--- src/rtl/slave_out_if.sv ---
// Bus bundle between the slave read controller and the serial read transmitter.
// The slave modport is the transmitter side; master is the controller/storage side.
interface slave_out_if #(
  parameter int DATA_LEN  = 8,
  parameter int BURST_LEN = 13
);
  logic                 read_en;
  logic                 master_ready;
  logic [BURST_LEN-1:0] burst_num;
  logic [DATA_LEN-1:0]  tx_word;
  logic                 tx_data;
  logic                 slave_valid;
  logic                 word_req;
  logic                 tx_done;
  logic                 busy;

  modport slave (
    input  read_en, master_ready, burst_num, tx_word,
    output tx_data, slave_valid, word_req, tx_done, busy
  );

  modport master (
    output read_en, master_ready, burst_num, tx_word,
    input  tx_data, slave_valid, word_req, tx_done, busy
  );
endinterface

--- src/rtl/slave_out.sv ---
// Serial read transmitter: shifts bursts of parallel words out LSB-first,
// one bit per accepted handshake, with every output registered.
module slave_out #(
  parameter int DATA_LEN  = 8,
  parameter int BURST_LEN = 13
) (
  input  logic        clk,
  input  logic        reset,
  slave_out_if.slave  bus
);

  localparam int BIT_W = (DATA_LEN > 1) ? $clog2(DATA_LEN) : 1;
  localparam logic [BIT_W-1:0] LAST_BIT = BIT_W'(DATA_LEN - 1);

  typedef enum logic [1:0] {IDLE, SEND, DONE} state_t;

  state_t               state, state_n;
  logic [DATA_LEN-1:0]  shift_q, shift_n;
  logic [BIT_W-1:0]     bit_cnt, bit_cnt_n;
  logic [BURST_LEN-1:0] word_cnt, word_cnt_n;
  logic [BURST_LEN-1:0] burst_lat, burst_lat_n;
  logic                 tx_data_q, tx_data_n;
  logic                 valid_q, valid_n;
  logic                 word_req_q, word_req_n;
  logic                 tx_done_q, tx_done_n;
  logic                 busy_q, busy_n;

  always_ff @(posedge clk) begin
    if (!reset) begin
      state      <= IDLE;
      shift_q    <= '0;
      bit_cnt    <= '0;
      word_cnt   <= '0;
      burst_lat  <= '0;
      tx_data_q  <= 1'b0;
      valid_q    <= 1'b0;
      word_req_q <= 1'b0;
      tx_done_q  <= 1'b0;
      busy_q     <= 1'b0;
    end else begin
      state      <= state_n;
      shift_q    <= shift_n;
      bit_cnt    <= bit_cnt_n;
      word_cnt   <= word_cnt_n;
      burst_lat  <= burst_lat_n;
      tx_data_q  <= tx_data_n;
      valid_q    <= valid_n;
      word_req_q <= word_req_n;
      tx_done_q  <= tx_done_n;
      busy_q     <= busy_n;
    end
  end

  always_comb begin
    state_n     = state;
    shift_n     = shift_q;
    bit_cnt_n   = bit_cnt;
    word_cnt_n  = word_cnt;
    burst_lat_n = burst_lat;
    tx_data_n   = tx_data_q;
    valid_n     = valid_q;
    word_req_n  = 1'b0;
    tx_done_n   = 1'b0;

    unique case (state)
      IDLE: begin
        valid_n   = 1'b0;
        tx_data_n = 1'b0;
        if (bus.read_en && bus.master_ready) begin
          shift_n     = bus.tx_word;
          burst_lat_n = bus.burst_num;
          word_cnt_n  = '0;
          bit_cnt_n   = '0;
          valid_n     = 1'b1;
          tx_data_n   = bus.tx_word[0];
          word_req_n  = 1'b1;
          state_n     = SEND;
        end
      end

      SEND: begin
        // Abort wins over a transfer happening on the same edge.
        if (!bus.read_en) begin
          valid_n   = 1'b0;
          tx_data_n = 1'b0;
          state_n   = IDLE;
        end else if (bus.master_ready && valid_q) begin
          if (bit_cnt != LAST_BIT) begin
            shift_n   = shift_q >> 1;
            tx_data_n = shift_q[1];
            bit_cnt_n = bit_cnt + 1'b1;
          end else if (word_cnt != burst_lat) begin
            shift_n    = bus.tx_word;
            tx_data_n  = bus.tx_word[0];
            bit_cnt_n  = '0;
            word_cnt_n = word_cnt + 1'b1;
            word_req_n = 1'b1;
          end else begin
            valid_n   = 1'b0;
            tx_data_n = 1'b0;
            tx_done_n = 1'b1;
            state_n   = DONE;
          end
        end
      end

      DONE: begin
        valid_n   = 1'b0;
        tx_data_n = 1'b0;
        state_n   = IDLE;
      end

      default: begin
        valid_n   = 1'b0;
        tx_data_n = 1'b0;
        state_n   = IDLE;
      end
    endcase

    busy_n = (state_n != IDLE);
  end

  assign bus.tx_data     = tx_data_q;
  assign bus.slave_valid = valid_q;
  assign bus.word_req    = word_req_q;
  assign bus.tx_done     = tx_done_q;
  assign bus.busy        = busy_q;

endmodule

--- src/flat_wrapper.sv ---
// flat-port wrapper written by rule: the top's interface ports become plain ports
module slave_out_flat 
#(
  parameter int DATA_LEN  = 8,
  parameter int BURST_LEN = 13
)
  (clk, reset, bus_read_en, bus_master_ready, bus_burst_num, bus_tx_word, bus_tx_data, bus_slave_valid, bus_word_req, bus_tx_done, bus_busy);
  slave_out_if #(.DATA_LEN(DATA_LEN), .BURST_LEN(BURST_LEN)) bus_i ();
  input  logic clk;
  input  logic reset;
  input wire logic [$bits(bus_i.read_en)-1:0] bus_read_en;
  input wire logic [$bits(bus_i.master_ready)-1:0] bus_master_ready;
  input wire logic [$bits(bus_i.burst_num)-1:0] bus_burst_num;
  input wire logic [$bits(bus_i.tx_word)-1:0] bus_tx_word;
  output wire logic [$bits(bus_i.tx_data)-1:0] bus_tx_data;
  output wire logic [$bits(bus_i.slave_valid)-1:0] bus_slave_valid;
  output wire logic [$bits(bus_i.word_req)-1:0] bus_word_req;
  output wire logic [$bits(bus_i.tx_done)-1:0] bus_tx_done;
  output wire logic [$bits(bus_i.busy)-1:0] bus_busy;
  assign bus_i.read_en = bus_read_en;
  assign bus_i.master_ready = bus_master_ready;
  assign bus_i.burst_num = bus_burst_num;
  assign bus_i.tx_word = bus_tx_word;
  assign bus_tx_data = bus_i.tx_data;
  assign bus_slave_valid = bus_i.slave_valid;
  assign bus_word_req = bus_i.word_req;
  assign bus_tx_done = bus_i.tx_done;
  assign bus_busy = bus_i.busy;
  slave_out #(.DATA_LEN(DATA_LEN), .BURST_LEN(BURST_LEN)) u_core (.clk(clk), .reset(reset), .bus(bus_i));
endmodule
--- config.mk ---
export PLATFORM = sky130hd
export DESIGN_NAME = slave_out_flat
export DESIGN_NICKNAME = d
export VERILOG_FILES = /design/src/rtl/slave_out_if.sv /design/src/rtl/slave_out.sv /design/src/flat_wrapper.sv
export SDC_FILE = /design/constraint.sdc
export NUM_CORES = 1
export LEC_CHECK = 0
export CAP_MARGIN = 15
export CORE_ASPECT_RATIO = 1.75
export CORE_MARGIN = 2
export CORE_UTILIZATION = 45
export CTS_BUF_LIST = sky130_fd_sc_hd__clkbuf_16
export CTS_CLUSTER_DIAMETER = 30
export DETAILED_ROUTE_END_ITERATION = 16
export GPL_TIMING_DRIVEN = 0
export PLACE_DENSITY_LB_ADDON = 0.12
export SYNTH_ARGS = -nofsm -noshare
export SYNTH_HDL_FRONTEND = slang
export SYNTH_SLANG_ARGS = --single-unit
--- constraint.sdc ---
create_clock -name clk -period 3 [get_ports clk]
set_input_delay 0.9 -clock clk [delete_from_list [all_inputs] [get_ports clk]]
set_output_delay 0.9 -clock clk [all_outputs]
set_load 0.01 [all_outputs]
# ---- Word level (Yosys, flattened, before mapping)
# Index checks and enable logic that the tools add are counted.
dict set report op_classes {
  n_addsub 2
  eq_ne 12
  mux 42
  bitwise_logic 4
  n_reduce_logical 10
}
# op n
set op_table {}
lappend op_table {{two-way mux 13 bit} 5}
lappend op_table {{two-way mux 8 bit} 5}
lappend op_table {{case mux 13 bit (2 select lines)} 1}
lappend op_table {{case mux 8 bit (2 select lines)} 1}
lappend op_table {{two-way mux 1 bit} 15}
lappend op_table {{two-way mux 3 bit} 5}
lappend op_table {{adder 13 x 1 -> 13 bit, second input constant} 1}
lappend op_table {{inequality test 13 bit} 1}
lappend op_table {{two-way mux 2 bit} 5}
lappend op_table {{inequality test 3 bit, second input constant} 3}
lappend op_table {{inequality test 2 x 1 -> 1 bit, second input constant} 3}
lappend op_table {{case mux 1 bit (2 select lines)} 3}
lappend op_table {{case mux 3 bit (2 select lines)} 1}
lappend op_table {{AND reduction 6 bit} 1}
lappend op_table {{AND reduction 5 bit} 1}
lappend op_table {{OR reduction 5 bit} 1}
lappend op_table {{inequality test 2 bit, second input constant} 2}
lappend op_table {{inverter 1 bit} 4}
lappend op_table {{case mux 2 bit (2 select lines)} 1}
lappend op_table {{nonzero test 2 bit} 2}
lappend op_table {{adder 3 x 1 -> 3 bit, second input constant} 1}
lappend op_table {{inequality test 3 x 1 -> 1 bit, second input constant} 1}
lappend op_table {{inequality test 3 x 2 -> 1 bit, second input constant} 1}
lappend op_table {{AND reduction 3 bit} 1}
lappend op_table {{other kinds (4)} 5}
dict set report word_totals {
  regBits 44
  inputBits 25
  out_inout_bits 5
  elab_cells 80
}

# ---- Depth between registers and ports, before layout
dict set report depth {
  ltp_word 7
  ltp_mapped 9
  mapped_depth_nobuf 7
}

# ---- Least setup slack after synthesis
# Ideal clock, no wire load.
dict set report synth_timing {
  kind {input -> register}
  startpoint {input bus_master_ready}
  endpoint {register u_core.shift_q[4]}
  setup_time_ns 0.091
  arrival_time_ns 2.023
  required_time_ns 2.909
  slack_ns 0.886
  stages 6
  n_path_buf 2
  cell_sequence {nor4bb_1 > buf_2 > or2_2 > clkbuf_1 > a21oi_1 > a311oi_1}
}
dict set report synth_between {
  elab_chain_len 3
  elab_cells_between_ends 5
  classes_between {2 x eq/ne; 3 x reduce/logical}
}
# element line
set synth_rtl {}
lappend synth_rtl {{start, declared} flat_wrapper.sv:12} ;# input wire logic [$bits(bus_i.master_ready)-1:0] bus_master_ready;
lappend synth_rtl {{logical AND 1 bit (on tied branches)} {slave_out.sv:87, slave_out.sv:69}}
lappend synth_rtl {{inequality test 2 x 1 -> 1 bit (no source line)} -}
lappend synth_rtl {{AND reduction 5 bit (no source line) *} -}
lappend synth_rtl {{end signal, assigned} slave_out.sv:42} ;# shift_q <= shift_n;
lappend synth_rtl {{end, declared} slave_out.sv:18} ;# logic [DATA_LEN-1:0] shift_q, shift_n;
# Mark *: on every way between the ends. The rest lies on a longest branch, timed or not.
# A chain may end at the register's enable or synchronous reset.

# ---- Final worst setup path
# Ends and elaborated chain as after synthesis.

==> results.sh <==
export IMPL_status="finished, final reports clean"
export IMPL_drt_iter0_markers=31
export IMPL_clockPowerShare_pct=44.3
export IMPL_worstHoldPathType="reg -> reg"
export IMPL_synth_area_sq_um=2110
export IMPL_min_to="u_core.burst_lat[6]"
export IMPL_first_pass_iters=4
export IMPL_via_per_inst=5.66
export IMPL_max_slew_margin_pct=55.6
export IMPL_leakagePower_nw=0.889
export IMPL_dp_cells=324
export IMPL_cts_made_buffers=5
export IMPL_final_cell_mix="43 x nand2_1, 43 x dfxtp_1, 34 x a21oi_1"
export IMPL_reg2reg_to="u_core.bus.word_req"
export IMPL_swShare_pct=23.2
export IMPL_cts_path_max_buffers=2
export IMPL_instances_no_fill=332
export IMPL_clk_pin_slew_ps=60
export IMPL_cp_arrival_ps=2840
export IMPL_syn_to_final_growth_pct=24.1
export IMPL_worst_slew_pin_slew_ps=663
export IMPL_wl_met3_um=91
export IMPL_port_buffers=28
export IMPL_drtAntennaViolNets=0
export IMPL_dieArea_sq_um=5270
export IMPL_vias=1879
export IMPL_routed_top_layer="met4"
export IMPL_power_density_nw_per_um2=522
export IMPL_wl_met2_um=2840
export IMPL_yosysWarnings=0
export IMPL_n_antenna_cell=0
export IMPL_power_frac_seq_pct=44.0
export IMPL_die_x_um=55.8
export IMPL_synth_distinct_cells=44
export IMPL_setup_tns_ps=0
export IMPL_antenna_found_initial=0
export IMPL_grt_max_degree=14
export IMPL_wl_um=4930
export IMPL_end_kind="flip-flop"
export IMPL_clkSinkCount=43
export IMPL_wl_per_cell_um=14.8
export IMPL_startpoint_type="input port"
export IMPL_timing_max_transition_violations_final=0
export IMPL_pin_count=30
export IMPL_syn_avg_cell_area_sq_um=8.65
export IMPL_nets=307
export IMPL_dpl_instance_area_sq_um=2450
export IMPL_setup_viol=0
export IMPL_drive_gt1_share_pct=6.43
export IMPL_grt_total_usage_pct=19.9
export IMPL_r2r_slack_ps=800
export IMPL_ff2ff_path_depth=6
export IMPL_synth_fp_nets=272
export IMPL_critPathRequiredTime_ps=3190
export IMPL_crit_fanout=10
export IMPL_ys_async_sr_fraction_pct=0
export IMPL_drc_errors=0
export IMPL_finalPower_mw=1.37
export IMPL_seq_area_frac_synth_pct=40.8
export IMPL_drv_cap=0
export IMPL_grt_pass1_wl_um=8310
export IMPL_gr_total_overflow=0
export IMPL_hold_depth=2
export IMPL_fmax_mhz=378
export IMPL_finClkSkew_ps=4.53
export IMPL_p_sw_mw=0.317
export IMPL_yosys_most_used_dff="dfxtp_1"
export IMPL_core_sq_um=4580
export IMPL_fin_crit_ps=2650
export IMPL_met1_length_um=1930
export IMPL_reg2reg_from="u_core.word_cnt[3]"
export IMPL_synth_simple_area_share_pct=25.3
export IMPL_internal_power_mw=1.05
export IMPL_start_util_pct=46.0
export IMPL_synth_top_family_by_area="simple AND/OR/NAND/NOR gates"
export IMPL_clockRootBuffer="clkbuf_16"
export IMPL_synth_edff_count=0
export IMPL_min_from="u_core.burst_lat[6]"
export IMPL_synth_xor_area_share_pct=5.40
export IMPL_synth_adder_area_share_pct=1.78
export IMPL_clk_latency_ps=280
export IMPL_syn_inst=244
export IMPL_h_tree_depth=2
export IMPL_combPwrFrac_pct=11.7
export IMPL_synth_mux_area_share_pct=4.74
export IMPL_gp_congestion=0.820
export IMPL_grt_pass1_vias=1780
export IMPL_rows=33
export IMPL_ys_seq_elements=43
export IMPL_final_area_sq_um=2620
export IMPL_timing_final_crit_share_pct=88.2
export IMPL_die_h_um=94.6
export IMPL_synth_compound_area_share_pct=18.3
export IMPL_ir_drop_v=0.000384
export IMPL_cts_tree="done"
export IMPL_cts_resized=0
export IMPL_critical_path_class="in -> reg"
export IMPL_rsz0062_at_grt="false"
export IMPL_dpl_hpwl_um=3770
export IMPL_post_cts_buffers=0
export IMPL_hold_violations=0
export IMPL_holdBufCountCts=0
## routing by layer
| metal | vias to the layer above | track usage (%) |
|---|---|---|
| li1 | 965 | - |
| met1 | 885 | 21.0 |
| met2 | 21 | 39.3 |
| met3 | 8 | 3.01 |
| met4 | 0 | 6.91 |
| met5 | - | 0 |
## registers in the layout (all words and copies together), names as in the netlist
signal and count:
u_core.burst_lat 13, u_core.word_cnt 13, u_core.shift_q 7, u_core.bit_cnt 3
u_core.state 2, u_core.bus.busy 1, u_core.bus.slave_valid 1, u_core.bus.tx_data 1
u_core.bus.tx_done 1, u_core.bus.word_req 1
## area by class of cell
class | count | area (sq um)
Fill cell | 445 | 1960
Buffer | 12 | 58.8
Multi-Input combinational cell | 184 | 1170
Inverter | 5 | 18.8
Sequential cell | 43 | 861
Tap cell | 52 | 65.1
Clock inverter | 3 | 38.8
Timing Repair Buffer | 28 | 280
Clock buffer | 5 | 125
## through the flow
| stage | setup WS (ps) | utilization [%] | hold slack (ps) |
|---|---|---|---|
| global route | 132 | 57.1 | 494 |
| CTS | 368 | 57.1 | 473 |
| finish | 353 | 57.1 | 469 |
| detailed placement | 72.0 | 53.6 | 464 |
| global placement | 35.8 | 53.6 | 460 |
| floorplan | 886 | - | 449 |
## power groups by stage
stage / Combinational [mW] / Sequential (mW) / Clock, mW
floorplan: 0.0968 / 0.612 / 0
global placement: 0.160 / 0.614 / 0
detailed placement: 0.161 / 0.615 / 0
CTS: 0.161 / 0.602 / 0.617
global route: 0.179 / 0.603 / 0.639
finish: 0.160 / 0.602 / 0.606
## cells in the mapped netlist, types with 2 or more instances
cell type	count	area (sq um)
ha_1	3	37.5
nor2_1	3	11.3
o21ai_0	7	35.0
and2_1	3	18.8
buf_2	2	10.0
and3_1	5	31.3
nand2_1	43	161
a31oi_1	3	18.8
nor4_1	2	12.5
a21oi_1	34	170
nand3_1	8	40.0
xnor2_1	13	114
o211ai_1	2	15.0
or4_1	8	60.1
nand4_1	2	12.5
or3_1	5	31.3
mux2i_1	10	100
o31ai_1	9	67.6
a311oi_1	6	52.6
clkbuf_1	7	26.3
inv_1	4	15.0
dfxtp_1	43	861
## critical path, cell delays in order
cell and delay (ps):
clkdlybuf4s50_1 570, nor4bb_1 270, buf_2 230, or2_2 170, clkbuf_1 330, a21oi_1 110
a311oi_1 250
## how the worst max path moves through the flow
stage	startpoint	slack [ps]	to	depth (start not counted)
after floorplan	bus_master_ready	890	u_core.shift_q[4]	6
after global placement	bus_master_ready	40	u_core.shift_q[5]	7
after detailed placement	bus_master_ready	70	u_core.shift_q[6]	7
after CTS	bus_master_ready	370	u_core.shift_q[5]	7
after global routing	bus_master_ready	130	u_core.shift_q[5]	7
final	bus_master_ready	350	u_core.shift_q[4]	7
## cell families after synthesis
logic type,after synthesis
and+or+nand+nor,94
xor gates and xnor gates,13
muxes,10
adders and majority gates,3
AOI/OAI and AO/OA,64
DFF,43
buffers and inverters,17
Power figures use the tool's default switching activity.
